`src/rtl/seg_scan_pkg.sv`:
```
// seg_scan_pkg: shared types, frame field layout and key indexing for the segment scan master
package seg_scan_pkg;
    typedef enum logic [1:0] {S_IDLE, S_SHIFT, S_DWELL, S_LATCH} state_t;
    localparam int FRAME_BITS = 8;
    localparam int COL_MSB = 7;
    localparam int SCR_MSB = 5;
    localparam int DIG_MSB = 3;
    function automatic logic [3:0] key_idx(input logic [1:0] row, input logic [1:0] col);
        return {row, col};
    endfunction
endpackage

```
`src/rtl/key_debounce.sv`:
```
// key_debounce: per-key consecutive-scan debounce of a raw 16-bit key vector
module key_debounce #(
    parameter int DEB_SCANS = 3
) (
    input  logic        clk,
    input  logic        RESET,
    input  logic [15:0] raw_i,
    input  logic        scan_done_i,
    output logic [15:0] keys_o,
    output logic        key_change_o
);
    logic [15:0][2:0] cnt_q, cnt_d;
    logic [15:0]      keys_q, keys_d;
    logic             chg_q, chg_d;

    // A key flips only after DEB_SCANS consecutive completed scans disagree with it
    always_comb begin
        cnt_d  = cnt_q;
        keys_d = keys_q;
        for (int i = 0; i < 16; i++) begin
            if (scan_done_i) begin
                if (raw_i[i] != keys_q[i]) begin
                    if (cnt_q[i] == 3'(DEB_SCANS - 1)) begin
                        keys_d[i] = ~keys_q[i];
                        cnt_d[i]  = '0;
                    end else begin
                        cnt_d[i] = cnt_q[i] + 3'd1;
                    end
                end else begin
                    cnt_d[i] = '0;
                end
            end
        end
        chg_d = keys_d != keys_q;
    end

    // Counters, key bitmap and the change pulse, cleared asynchronously
    always_ff @(posedge clk or negedge RESET) begin
        if (!RESET) begin
            cnt_q  <= '0;
            keys_q <= '0;
            chg_q  <= 1'b0;
        end else begin
            cnt_q  <= cnt_d;
            keys_q <= keys_d;
            chg_q  <= chg_d;
        end
    end

    assign keys_o       = keys_q;
    assign key_change_o = chg_q;
endmodule

```
`src/rtl/seg_scan_master.sv`:
```
// seg_scan_master: SPI frame generator and keypad scanner driving the segment-decode slave
module seg_scan_master
    import seg_scan_pkg::*;
#(
    parameter int SCK_DIV   = 4,
    parameter int DWELL     = 1000,
    parameter int GAP       = 2,
    parameter int DEB_SCANS = 3
) (
    input  logic        clk,
    input  logic        RESET,
    input  logic        run,
    input  logic [15:0] digits_in,
    input  logic        miso,
    output logic        sck,
    output logic        mosi,
    output logic        en,
    output logic [15:0] keys,
    output logic        key_change
);
    localparam logic [31:0] SCK_LAST   = 32'(SCK_DIV - 1);
    localparam logic [31:0] DWELL_LAST = 32'(DWELL - 1);
    localparam logic [31:0] GAP_LAST   = 32'(GAP - 1);
    localparam logic [2:0]  BIT_LAST   = 3'(FRAME_BITS - 1);

    state_t                  state_q, state_d;
    logic [31:0]             cnt_q, cnt_d;
    logic [2:0]              bit_q, bit_d;
    logic                    sck_q, sck_d;
    logic [FRAME_BITS-1:0]   sr_q, sr_d;
    logic [3:0]              t_q, t_d;
    logic                    prev_valid_q, prev_valid_d;
    logic [15:0]             raw_q, raw_d;
    logic                    scan_done;
    logic [3:0]              t_prev;

    function automatic logic [FRAME_BITS-1:0] frame_of(input logic [3:0] t, input logic [15:0] d);
        logic [FRAME_BITS-1:0] f;
        f[COL_MSB -: 2] = t[1:0];
        f[SCR_MSB -: 2] = t[3:2];
        f[DIG_MSB -: 4] = d[{t[3:2], 2'b00} +: 4];
        return f;
    endfunction

    // The slave reports the key of the previously latched step
    assign t_prev = t_q - 4'd1;

    // Frame sequencing: shift 8 bits, dwell for display, then gap low so the slave latches
    always_comb begin
        state_d      = state_q;
        cnt_d        = cnt_q;
        bit_d        = bit_q;
        sck_d        = sck_q;
        sr_d         = sr_q;
        t_d          = t_q;
        prev_valid_d = prev_valid_q;
        raw_d        = raw_q;
        scan_done    = 1'b0;
        case (state_q)
            S_IDLE: begin
                if (run) begin
                    state_d = S_SHIFT;
                    cnt_d   = '0;
                    bit_d   = '0;
                    sck_d   = 1'b0;
                    sr_d    = frame_of(t_q, digits_in);
                end
            end
            S_SHIFT: begin
                if (cnt_q == SCK_LAST) begin
                    cnt_d = '0;
                    sck_d = ~sck_q;
                    if (sck_q) begin
                        if (bit_q == BIT_LAST) begin
                            state_d = S_DWELL;
                        end else begin
                            bit_d = bit_q + 3'd1;
                            sr_d  = {sr_q[FRAME_BITS-2:0], 1'b0};
                        end
                    end
                end else begin
                    cnt_d = cnt_q + 32'd1;
                end
            end
            S_DWELL: begin
                if (cnt_q == DWELL_LAST) begin
                    cnt_d        = '0;
                    state_d      = S_LATCH;
                    prev_valid_d = 1'b1;
                    if (prev_valid_q) begin
                        raw_d[key_idx(t_prev[3:2], t_prev[1:0])] = ~miso;
                        scan_done = t_prev == 4'd15;
                    end
                end else begin
                    cnt_d = cnt_q + 32'd1;
                end
            end
            default: begin
                if (cnt_q == GAP_LAST) begin
                    cnt_d = '0;
                    t_d   = t_q + 4'd1;
                    bit_d = '0;
                    if (run) begin
                        state_d = S_SHIFT;
                        sr_d    = frame_of(t_q + 4'd1, digits_in);
                    end else begin
                        state_d      = S_IDLE;
                        prev_valid_d = 1'b0;
                    end
                end else begin
                    cnt_d = cnt_q + 32'd1;
                end
            end
        endcase
    end

    // Scan state registers, cleared asynchronously so outputs drop without a clock
    always_ff @(posedge clk or negedge RESET) begin
        if (!RESET) begin
            state_q      <= S_IDLE;
            cnt_q        <= '0;
            bit_q        <= '0;
            sck_q        <= 1'b0;
            sr_q         <= '0;
            t_q          <= '0;
            prev_valid_q <= 1'b0;
            raw_q        <= '0;
        end else begin
            state_q      <= state_d;
            cnt_q        <= cnt_d;
            bit_q        <= bit_d;
            sck_q        <= sck_d;
            sr_q         <= sr_d;
            t_q          <= t_d;
            prev_valid_q <= prev_valid_d;
            raw_q        <= raw_d;
        end
    end

    assign sck  = sck_q;
    assign mosi = sr_q[FRAME_BITS-1];
    assign en   = (state_q == S_SHIFT) || (state_q == S_DWELL);

    key_debounce #(.DEB_SCANS(DEB_SCANS)) u_deb (
        .clk          (clk),
        .RESET        (RESET),
        .raw_i        (raw_d),
        .scan_done_i  (scan_done),
        .keys_o       (keys),
        .key_change_o (key_change)
    );
endmodule

```
`config.mk`:
```
export PLATFORM = sky130hd
export DESIGN_NAME = seg_scan_master
export DESIGN_NICKNAME = d
export VERILOG_FILES = /design/src/rtl/seg_scan_pkg.sv /design/src/rtl/key_debounce.sv /design/src/rtl/seg_scan_master.sv
export SDC_FILE = /design/constraint.sdc
export NUM_CORES = 1
export LEC_CHECK = 0
export ABC_AREA = 1
export CORE_ASPECT_RATIO = 1.75
export CORE_MARGIN = 2
export CORE_UTILIZATION = 58
export DETAILED_ROUTE_END_ITERATION = 8
export GPL_TIMING_DRIVEN = 0
export PLACE_DENSITY = 0.77
export SLEW_MARGIN = 20
export SYNTH_ARGS = -nofsm -noshare
export SYNTH_HDL_FRONTEND = slang
export SYNTH_SLANG_ARGS = --single-unit
```
`constraint.sdc`:
```
create_clock -name clk -period 5.5 [get_ports clk]
set_clock_uncertainty 0.1 [all_clocks]
set_input_delay 1.65 -clock clk [delete_from_list [all_inputs] [get_ports clk]]
set_output_delay 1.65 -clock clk [all_outputs]
set_load 0.005 [all_outputs]
```
; Word level (Yosys, flattened, before mapping)
; Cells that the tools add are included.
[totals]
ff_bits = 132
latch_bits = 0
ramBits = 0
romBits = 0
inputBits = 20
output_inout_bits = 20
elab_cells = 256
memories = 0
[classes]
addsub = 20
mul = 0
n_div = 0
magnitude_cmp = 2
eq_ne = 48
shifts = 2
n_mux = 122
n_bitwise = 21
n_reduce_logical = 15
[op_table]
columns = op, count
row1 = two-way mux 32 bit, 4
row2 = two-way mux 3 bit, 37
row3 = case mux 32 bit (3 select lines), 1
row4 = two-way mux 1 bit, 58
row5 = "adder 3 x 1 -> 3 bit, second input constant", 17
row6 = "== test 3 x 2 -> 1 bit, second input constant", 16
row7 = two-way mux 16 bit, 3
row8 = two-way mux 8 bit, 6
row9 = "adder 32 x 1 -> 32 bit, second input constant", 1
row10 = "== test 32 x 1 -> 1 bit, second input constant", 1
row11 = "== test 32 x 10 -> 1 bit, second input constant", 1
row12 = "== test 32 x 2 -> 1 bit, second input constant", 1
row13 = indexed part select 16 x 5 -> 4 bit, 2
row14 = case mux 8 bit (3 select lines), 1
row15 = inverter 1 bit, 21
row16 = bitwise mux 16 bit, 1
row17 = != test 1 bit, 16
row18 = != test 16 bit, 1
row19 = two-way mux 2 bit, 6
row20 = "!= test 2 bit, second input constant", 6
row21 = AND reduction 6 bit, 2
row22 = case mux 3 bit (3 select lines), 1
row23 = AND reduction 7 bit, 1
row24 = case mux 2 bit (3 select lines), 1
row25 = other kinds (23), 25

; Depth between registers and ports, before layout
[logic_depth]
depth_word = 13
ltp_mapped = 17
depth_no_buf = 16

; By module
; A second synthesis with hierarchy kept.
[unflattened]
cells_unflattened = 1094
hier_area_um2 = 8096.5
[modules_own_cells]
columns = module, n_inst, cells_per_inst, area_each_um2, seq_area_each_um2
row1 = seg_scan_master, 1, 646, 4718.3, 1676.6
row2 = key_debounce, 1, 448, 3378.2, 1626.6

; Worst setup path before layout
; No wires, ideal clock.
[synth_path]
path_kind = in2reg
startpoint = input miso
endpoint = register u_deb.chg_q, in the netlist u_deb.key_change_o
setup_time_ps = 119
arrival_ps = 2561
required_time_ps = 5281
path_slack_ps = 2720
cell_stages = 11
path_buffers = 2
cell_sequence = buf_2 > buf_2 > nand3_1 > nand2_1 > nand2_1 > nand3_1 > nand2_1 > inv_1 > nand2_1 > nor2_1 > nand2_1
[synth_via]
elab_chain_cells = 9
elab_cells_between_ends = 54
cone_classes = eq/ne (17) / mux (36) / bitwise (1)
[synth_rtl]
columns = element, line_no
row1 = start: declaration, seg_scan_master.sv:14  ; input logic miso,
row2 = inverter 1 bit (*), seg_scan_master.sv:91  ; raw_d[key_idx(t_prev[3:2], t_prev[1:0])] = ~miso;
row3 = bitwise mux 16 bit (*), seg_scan_master.sv:91
row4 = two-way mux 16 bit (*), seg_scan_master.sv:90  ; if (prev_valid_q) begin
row5 = two-way mux 16 bit (*), seg_scan_master.sv:86  ; if (cnt_q == DWELL_LAST) begin
row6 = two-way mux 16 bit (*), seg_scan_master.sv:59  ; case (state_q)
row7 = != test 1 bit, key_debounce.sv:22  ; if (raw_i[i] != keys_q[i]) begin
row8 = two-way mux 1 bit, key_debounce.sv:22
row9 = two-way mux 1 bit, key_debounce.sv:21  ; if (scan_done_i) begin
row10 = != test 16 bit (*), key_debounce.sv:34  ; chg_d = keys_d != keys_q;
row11 = named net u_deb.chg_d, key_debounce.sv:14  ; logic chg_q, chg_d;
row12 = end signal: assignment, key_debounce.sv:46  ; chg_q <= chg_d;
row13 = end: declaration, key_debounce.sv:14
; The timed path passes the listed nets; every way through them passes the cells marked *.
; A chain may end at the register's enable or synchronous reset.

; Worst setup path after layout
[layout_path]
startpoint = register state_q[0]
endpoint = output en
[layout_via]
elab_chain_cells = 2
elab_cells_between_ends = 3
cone_classes = eq/ne (2) / reduce/logical (1)
[layout_rtl]
columns = element, line_no
row1 = start: declaration, seg_scan_master.sv:26  ; state_t state_q, state_d;
row2 = start signal: assignment, seg_scan_master.sv:129  ; state_q <= state_d;
row3 = == test 2 x 1 -> 1 bit or == test 2 bit (tied branches), seg_scan_master.sv:142  ; assign en = (state_q == S_SHIFT) || (state_q == S_DWELL);
row4 = logical OR 1 bit (*), seg_scan_master.sv:142
row5 = end: declaration, seg_scan_master.sv:17  ; output logic en,
; Every way passes the cells marked *; elsewhere a longest branch is shown, timed or not.

==> metrics.md <==
| Metric | Value |
|---|---|
| Status | completed |
| Die width | a little over 90 µm |
| Synthesis-stage register bit count | 132 |
| CTS tree | done |
| Mapped Area | approximately 7900 µm² |
| CP Launch Type | register |
| Internal cell power | approximately 2.1 mW |
| Core Area | ~13000 µm² |
| Main synth FF type | dfrtp_1 |
| Grt ovf | 0 |
| Worst Hold Class | register to register |
| Drt pass-1 iters | 6 |
| Xor/xnor share of the synthesized area | 0.0540 |
| Vias in the first global route | about 6900 |
| Sequential element share of the synthesized area | 0.417 |
| Psw | ~1.0 mW |
| Synth cell types | 46 |
| Cells after Synth | 1049 |
| Slew HR | 0.549 |
| Diode count | 0 |
| Power Dens Cells | 339 nW/µm² |
| Synthesized area per cell | ~7.6 µm² |
| Maxcap violations | 0 |
| CTS Buf Count | 17 |
| RSZ-0062 raised after global routing | no |
| Share of layout cells above drive strength 1 | 0.0946 |
| Crit path buffers/inverters | 2 |
| Req. time, crit path | between 3000 and 4000 ps |
| Async S/R FF share, synth | 1.00 |
| Top-area cell type share of the netlist area | 0.417 |
| Simple-gate area share of the yosys netlist | 0.316 |
| Multiplexer share of the synthesized area | 0 |
| Gpl congestion | a little under 0.9 |
| CP peak stage delay | roughly 500 ps |
| Std-Cell Rows | 56 |
| Post-Layout Cell Count | around 1300 |
| Port bufs | 38 |
| Max rail drop VDD | around 0.00027 V |
| CTS root buf | clkbuf_16 |
| Via count | 6881 |
| Period utilization | 0.640 |
| Fmax | between 200 and 300 MHz |
| Hold buffer count at CTS | 0 |
| Worst Reg-to-Reg Cells | 10 |
| Critical path fanouts, max | 5 |
| Crit path depth | 3 |
| First-pass GRT wire length | approximately 31 mm |
| Cts repair resizes | 0 |
| Final setup violation count | 0 |
| Crit end category | output pin |
| Adder-Cell Fraction of Synth Area | 0.0221 |
| Syn_nets | between 1000 and 1500 |
| Placed Instances | 1262 |
| I/O Pins | 40 |
| CTS Sinks | roughly 130 |
| Largest family of logic cells by synthesized area | simple AND/OR/NAND/NOR gates |
| EDFF count, synth | 0 |
| Worst-margin pin slew | approximately 680 ps |
| Critical path cell sequence | inv_1 > ha_1 > clkdlybuf4s50_1 |
| Starting Density | 0.592 |
| Period minus WS final | 3520 ps |
| Yosys warns | 0 |
| Most common cell after layout, fill and taps aside | nand2_1 |
| Synth area leaders | dfrtp_1 (42%), nand2_1 (12%), inv_1 (7.4%) |
| Critical path arrival | 1770 ps |
| Total negative slack | 0 ps |
| Total wire length | approximately 19 mm |
| Clock latency on the worst-skew pair | ~420 ps |
| Layout area overhead | 16.1% |
| Critical path's slowest cell | clkdlybuf4s50_1 |
| H-tree depth | 4 |
| Largest net degree at the start of global routing | 71 |
| Post-synthesis compound-gate area fraction | 0.0893 |
| Leak Pwr | roughly 4.6 nW |
| Final-report max-slew violation count | 0 |
| Die ar. | between 10000 and 15000 µm² |
| Critical path type | register to output pin |
| Worst-path clk slew | ~60 ps |
| Clock share of power | 0.392 |
| Initial antenna violation count | 0 |
| Clock tree buffer depth | 2 |
| Nets | around 1100 |
| Final hold vios | 0 |
| Antenna violation net count after detailed routing | 0 |
| Hold path cells | 2 |
| FILL cells | 1135 |
| Die Ht | 159 µm |
| Vias per cell | 5.32 |
| Comb pwr share | 0.258 |
| Total GRT Usage | 0.272 |
| Most frequent cells in the layout | nand2_1 (251), inv_1 (157), dfrtp_1 (132) |
| Residual DRC count | 0 |
| Pwr Total | around 3.1 mW |
| Final HPWL DP | around 14 mm |
| Synth area leader | dfrtp_1 |
| Final core area utilization | 0.687 |
| Detailed router's first-iteration violation count | approximately 340 |
| Seq pwr share | 0.350 |
| Crit path max-delay family | buffers and inverters |
| # Post-CTS Setup Buffers | 0 |
| Post-DR wirelength/cell | between 10 and 15 µm |
| Switching Share | 0.324 |
-- cells in the mapped netlist, types with 13 or more instances --
cell type and number:
nand3_1 111, inv_1 157, nand3_2 13, o21ai_0 28
o31ai_1 17, a21o_1 16, o22ai_1 15, nor2_1 121
a21oi_1 20, ha_1 14, dfrtp_1 132, xor2_1 40
nor2_2 15, nand2_1 251
-- cell families (layout without fill, tap and decap cells) --
logic type      Yosys count  in the layout
fa+ha+maj                14             14
flops                   132            132
simple gates            555            555
compound gates          113            113
xor+xnor                 48             48
buf+inv                 187            258
-- per-layer routing --
metal | vias to the layer above | track usage | wire (µm) | part of all wire
met1 | 3238 | 0.286 | 7320 | 0.39
li1 | 3466 | - | - | -
met3 | 51 | 0.0398 | 480 | 0.026
met4 | 0 | 0.132 | 688 | 0.037
met5 | - | 0 | 0 | 0
met2 | 126 | 0.519 | 10200 | 0.55
-- layout make-up --
class / count / area (µm²) / area share
buffer: 24 / 188 / 0.0204
clock buffer: 20 / 467 / 0.0508
clock inverter: 12 / 178 / 0.0193
inverter: 163 / 617 / 0.0671
multi-input combinational: 730 / 3810 / 0.415
sequential: 132 / 3300 / 0.359
tap: 174 / 218 / 0.0237
timing repair buffer: 39 / 413 / 0.0449
-- sequential cells by signal, summed over array words and instances, names as in the netlist --
name	cells
prev_valid_q	1
cnt_q	32
state_q	2
bit_q	3
t_q	4
sck	1
u_deb.cnt_q	48
sr_q	8
u_deb.keys_o	16
raw_q	16
u_deb.key_change_o	1
-- power by group through the flow --
stage               clock network (mW)  registers (mW)  logic [mW]
floorplan                            0            1.09       0.585
global placement                     0            1.11       0.787
detailed placement                   0            1.11       0.806
CTS                               1.23            1.09       0.809
global route                      1.28            1.10       0.904
finish                            1.22            1.09       0.805
-- through the flow --
step / setup WS (ps) / area, µm² / hold WS, ps
4_1_cts: 1990 / 9200 / 373
2_1_floorplan: 2720 / 7920 / 342
6_report: 1980 / 9200 / 369
3_3_place_gp: -2610 / 8520 / 354
3_5_place_dp: 1870 / 8550 / 360
5_1_grt: 1940 / 9200 / 394
-- worst min-delay path, cell delays in order (launching register included) --
cell and delay (ps):
dfrtp_1 340, nand2_1 50, nand2_1 50
-- path summary, 6_finish.rpt --
| path | from | to | slack (ps) |
|---|---|---|---|
| max | state_q[0] | en | 1980 |
| min | sr_q[2] | sr_q[2] | 370 |
| max reg2reg | t_q[0] | u_deb.cnt_q[9] | 2850 |
| min reg2reg | sr_q[2] | sr_q[2] | 370 |
| max in group asynchronous | RESET | prev_valid_q | 3530 |
| min in group asynchronous | RESET | u_deb.cnt_q[22] | 1050 |
No activity file was read; power rests on OpenSTA's default activity.
==> variant 1, RTL diff (same settings) <==
Compare `cnt_q` against `DWELL_LAST` with >= in place of ==.
--- a/src/rtl/seg_scan_master.sv
+++ b/src/rtl/seg_scan_master.sv
@@ -84,5 +84,5 @@
             end
             S_DWELL: begin
-                if (cnt_q == DWELL_LAST) begin
+                if (cnt_q >= DWELL_LAST) begin
                     cnt_d        = '0;
                     state_d      = S_LATCH;
Function: no difference found for any inputs over 4 cycles, from zero or initial values and one cycle with RESET low; that may be too few to reach the edited logic, so the function may still have changed.
==> variant 1 against the original RTL <==
- setup slack better by 43 ps
- synthesized cell count is 1.4% lower
- routed wire length is 1.6% higher
- count of clock-buffer cells in the layout is 4 higher
- via count is 1.4% higher
- first-iteration DRC count is 6.7% higher
- area after synthesis is 1.1% higher
- sequential cell count stayed put
- total power is 4.1% higher
- critical path depth stayed put
- worst hold slack better by 6.0 ps
- register-to-register slack worse by 130 ps
- cell area is 0.63% higher
- fmax is 1.2% higher
- largest power group unchanged
==> variant 1: results (changes against the original RTL) <==
grt_max_degree: 89  # +25%
place_ws_ps: 1751  # -122.6 ps
wl_met2_um: 10230  # +0.32%
ys_seq_area_frac: 0.4125  # -0.004562
p_leak_uw: 0.004275  # -7.6%
placed_area_um2: 8638  # +1.0%
synth_commonest_cells: "nand2_1, inv_1, dfrtp_1"
wl_met3_um: 756  # +57%
gp_congestion: 0.9064  # +2.0%
grt_pass1_wl_um: 32170  # +2.6%
synth_compound_area_frac: 0.1106  # +0.02137
drt-total-wl_um: 18990  # +1.6%
status: "finished clean"
drt_iter0_drc: 364  # +6.7%
r2r-start: "state_q[0]"
core-area_um2: 13450  # +0.52%
worstPathArrival_ps: 1730  # -40 ps
swShare: 0.3398  # +0.01615
final_cells: 1279  # -1.2%
drive_above_1_share: 0.09412  # -0.0005252
dp_hpwl_um: 13630  # about the same
synth_mux_area_frac: 0.001406  # +0.001406
routed_via_density: 5.457  # +2.6%
use_met1: 0.3026  # +0.01626
syn-num-nets: 1068  # -1.4%
reg2regPathDepth: 9  # -1
r2r_slack_ps: 2720  # -130 ps
dr.pass1.iters: 5  # -1
holdCritStartpoint: "sr_q[5]"
syn-instance-count: 1034  # -1.4%
synthAdderAreaFrac: 0.02188  # -0.0002419
cp_max_fo: 6  # +1
dpl.cell_count: 1247  # -1.2%
worst_slack_ps: 2025  # +43.15 ps
[variant 1: cell count changes after synthesis, sizes merged, moves of 15 or more]
cell,unedited run,this run
a21o,16,0
nand2,255,216
nand4,13,40
nor2,139,97
o21ai,34,81
o21bai,1,18
o31ai,17,0
xor2,41,56
[variant 1: cell type report]
class                      instances  area [um^2]  share of cell area
inverter                         160        601.8             0.06504
tap                              174        217.7             0.02353
buffer                            26        161.4             0.01744
multi-input combinational        716         3941              0.4260
clock buffer                      24        491.7             0.05314
timing repair buffer              39        412.9             0.04462
sequential                       132         3303              0.3570
clock inverter                     8        122.6             0.01325
[variant 1: power groups by stage]
stage / Clock (uW) / Sequential [uW] / Combinational, uW
5_1_grt: 1220 / 1110 / 1100
3_3_place_gp: 0 / 1120 / 947
3_5_place_dp: 0 / 1120 / 963
2_1_floorplan: 0 / 1100 / 709
6_report: 1180 / 1100 / 970
4_1_cts: 1190 / 1100 / 972
==> variant 2, RTL diff (same settings) <==
Made on the original files. `SCR_MSB`: 5 -> 6.
--- a/src/rtl/seg_scan_pkg.sv
+++ b/src/rtl/seg_scan_pkg.sv
@@ -4,5 +4,5 @@
     localparam int FRAME_BITS = 8;
     localparam int COL_MSB = 7;
-    localparam int SCR_MSB = 5;
+    localparam int SCR_MSB = 6;
     localparam int DIG_MSB = 3;
     function automatic logic [3:0] key_idx(input logic [1:0] row, input logic [1:0] col);
Behaviour: no difference found for any inputs over 10 cycles, from zero or initial values and one cycle with RESET low; that may be too few to reach the edited logic, so the function may still have changed.
==> variant 2 against the original RTL <==
- routed wire length is 1.1% higher
- setup slack worse by 9.9 ps
- sequential cell count stayed put
- sequential share of layout area is 0.86 points higher
- via count is 1.4% higher
- area after synthesis is 2.1% lower
- total power is 1.6% lower
- cell area is 2.3% lower
- critical path type is now primary input to register
- highest routed layer unchanged
==> variant 2: results (changes against the original RTL) <==
status: "finished clean"
gp_congestion: 0.9756  # +9.7%
n_antenna_cell: 0  # unchanged
clk_latency_ps: 420  # about the same
htreeDepth: 4  # unchanged
cpLargestDelayFamily: "simple AND/OR/NAND/NOR gates"
ys_async_sr_fraction: 1.000  # unchanged
synthAdderAreaFrac: 0.02260  # +0.0004783
synth-edff-count: 0  # unchanged
drt-total-wl_um: 18890  # +1.1%
drive_above_1_share: 0.06437  # -0.03027
placed_area_um2: 8379  # -2.0%
worstMarginPinSlew_ps: 707.7  # +31.36 ps
max_stage_delay_ps: 490
cts.reportedPaths.clkPinSlew_ps: 60  # about the same
grt_pass1_vias: 6836  # -1.5%
r2r_slack_ps: 2740  # -110 ps
clockBufferDepth: 2  # unchanged
drt_iter0_drc: 365  # +7.0%
r2r-start: "t_q[0]"
syn-instance-count: 1063  # +1.3%
hold_depth: 2  # unchanged
cts_resized: 0  # unchanged
worstPathArrival_ps: 3740  # +1970 ps
synth_compound_area_frac: 0.08925  # about the same
cts_made_buffers: 17  # unchanged
yosys_warnings: 0  # unchanged
dr.pass1.iters: 5  # -1
ys_seq_area_frac: 0.4261  # +0.009020
synth_mux_area_frac: 0  # unchanged
synth_xor_area_frac: 0.05536  # +0.001330
ir_worst_vdd_v: 0.0003222  # +20%
critPathSlowestCell: "clkdlybuf4s50_1"
vias: 6976  # +1.4%
synth_cell_types: 35  # -24%
dp_hpwl_um: 13460  # -1.3%
finalNetCount: 1155  # +1.2%
p_leak_uw: 0.004611  # -0.30%
grt_pass1_wl_um: 31320  # -0.13%
post-cts-setup-buffers: 0  # unchanged
cp_max_fo: 5  # unchanged
holdCritStartpoint: "sr_q[7]"
antenna_found_initial: 0  # unchanged
grt_max_degree: 77  # +8.5%
hp-class: "register to register"
io_buffer_count: 38  # unchanged
final_cells: 1305  # +0.85%
reg2reg_to: "u_deb.key_change_o"
reg_top3: "u_deb.cnt_q (48), cnt_q (32)"
synth_commonest_cells: "nand2_1, inv_1, nor2_1"
n_fill_cell: 1098  # -3.3%
grt_usage: 0.2753  # +0.003810
root_buffer: "clkbuf_16"
synth_ff_type: "dfrtp_1"
min_to: "sr_q[7]"
synth.area.top_cells: "dfrtp_1, nand2_1, inv_1"
reg2regPathDepth: 15  # +5
==> variant 2: worst reg2reg max path: stages (launching register included) <==
cell     delay, ps
dfrtp_1        430
inv_1          220
ha_1           240
nor2_1          60
nor2_1         180
nand3_2        170
nor2_2         200
nand2_2        130
buf_2          230
nor2_1         230
nand3_1        190
nand2_1        110
inv_1           40
nand2_1         70
nor2_1          50
nand2_1         60
==> variant 2: cells by family after synthesis <==
kind of cell,count (synthesis)
compound gates,114
xor+xnor,49
fa+ha+maj,14
buf+inv,200
flops,132
simple gates,554
==> variant 2: area by class of cell <==
cell class	count	area, um^2	share of cell area
Inverter	174	653.1	0.07273
Buffer	26	141.4	0.01574
Timing Repair Buffer	39	412.9	0.04598
Tap cell	171	214.0	0.02383
Sequential cell	132	3303	0.3678
Clock buffer	19	442.9	0.04932
Multi-Input combinational cell	731	3655	0.4070
Clock inverter	13	157.7	0.01756
==> variant 2: power by group <==
part           internal, uW  switching (uW)
clock network           722             432
registers              1040            53.9
logic                   267             555
total                  2030            1040
==> variant 2: layer usage <==
metal	vias to the layer above	track usage	part of all wire	wire, um
met1	3267	0.2991	0.39	7364
li1	3484	-	-	-
met3	54	0.04931	0.035	658
met5	-	0	0	0
met4	0	0.1284	0.038	709
met2	171	0.5123	0.54	10150
==> variant 2: how the worst max path moves through the flow <==
stage                    start            endpoint  slack (ps)  depth (start not counted)
floorplan                 miso  u_deb.key_change_o        2540                         11
global placement         RESET     u_deb.cnt_q[20]       -2550                          1
detailed placement         run           cnt_q[31]        1590                         10
CTS                 state_q[0]                  en        2000                          3
global route               run           cnt_q[31]        1720                         10
finish                     run           cnt_q[31]        1970                         10
==> variant 2: through the flow <==
stage	setup slack (ps)	TNS [ps]	util	hold WS, ps	power (uW)
after floorplan	2537	0	-	342.2	1678
after global placement	-2549	-334810	0.6418	355.7	1900
after detailed placement	1588	0	0.6443	357.6	1920
after CTS	2000	0	0.6904	371.8	3079
after global routing	1718	0	0.6904	398.1	3254
final	1972	0	0.6904	368.8	3069
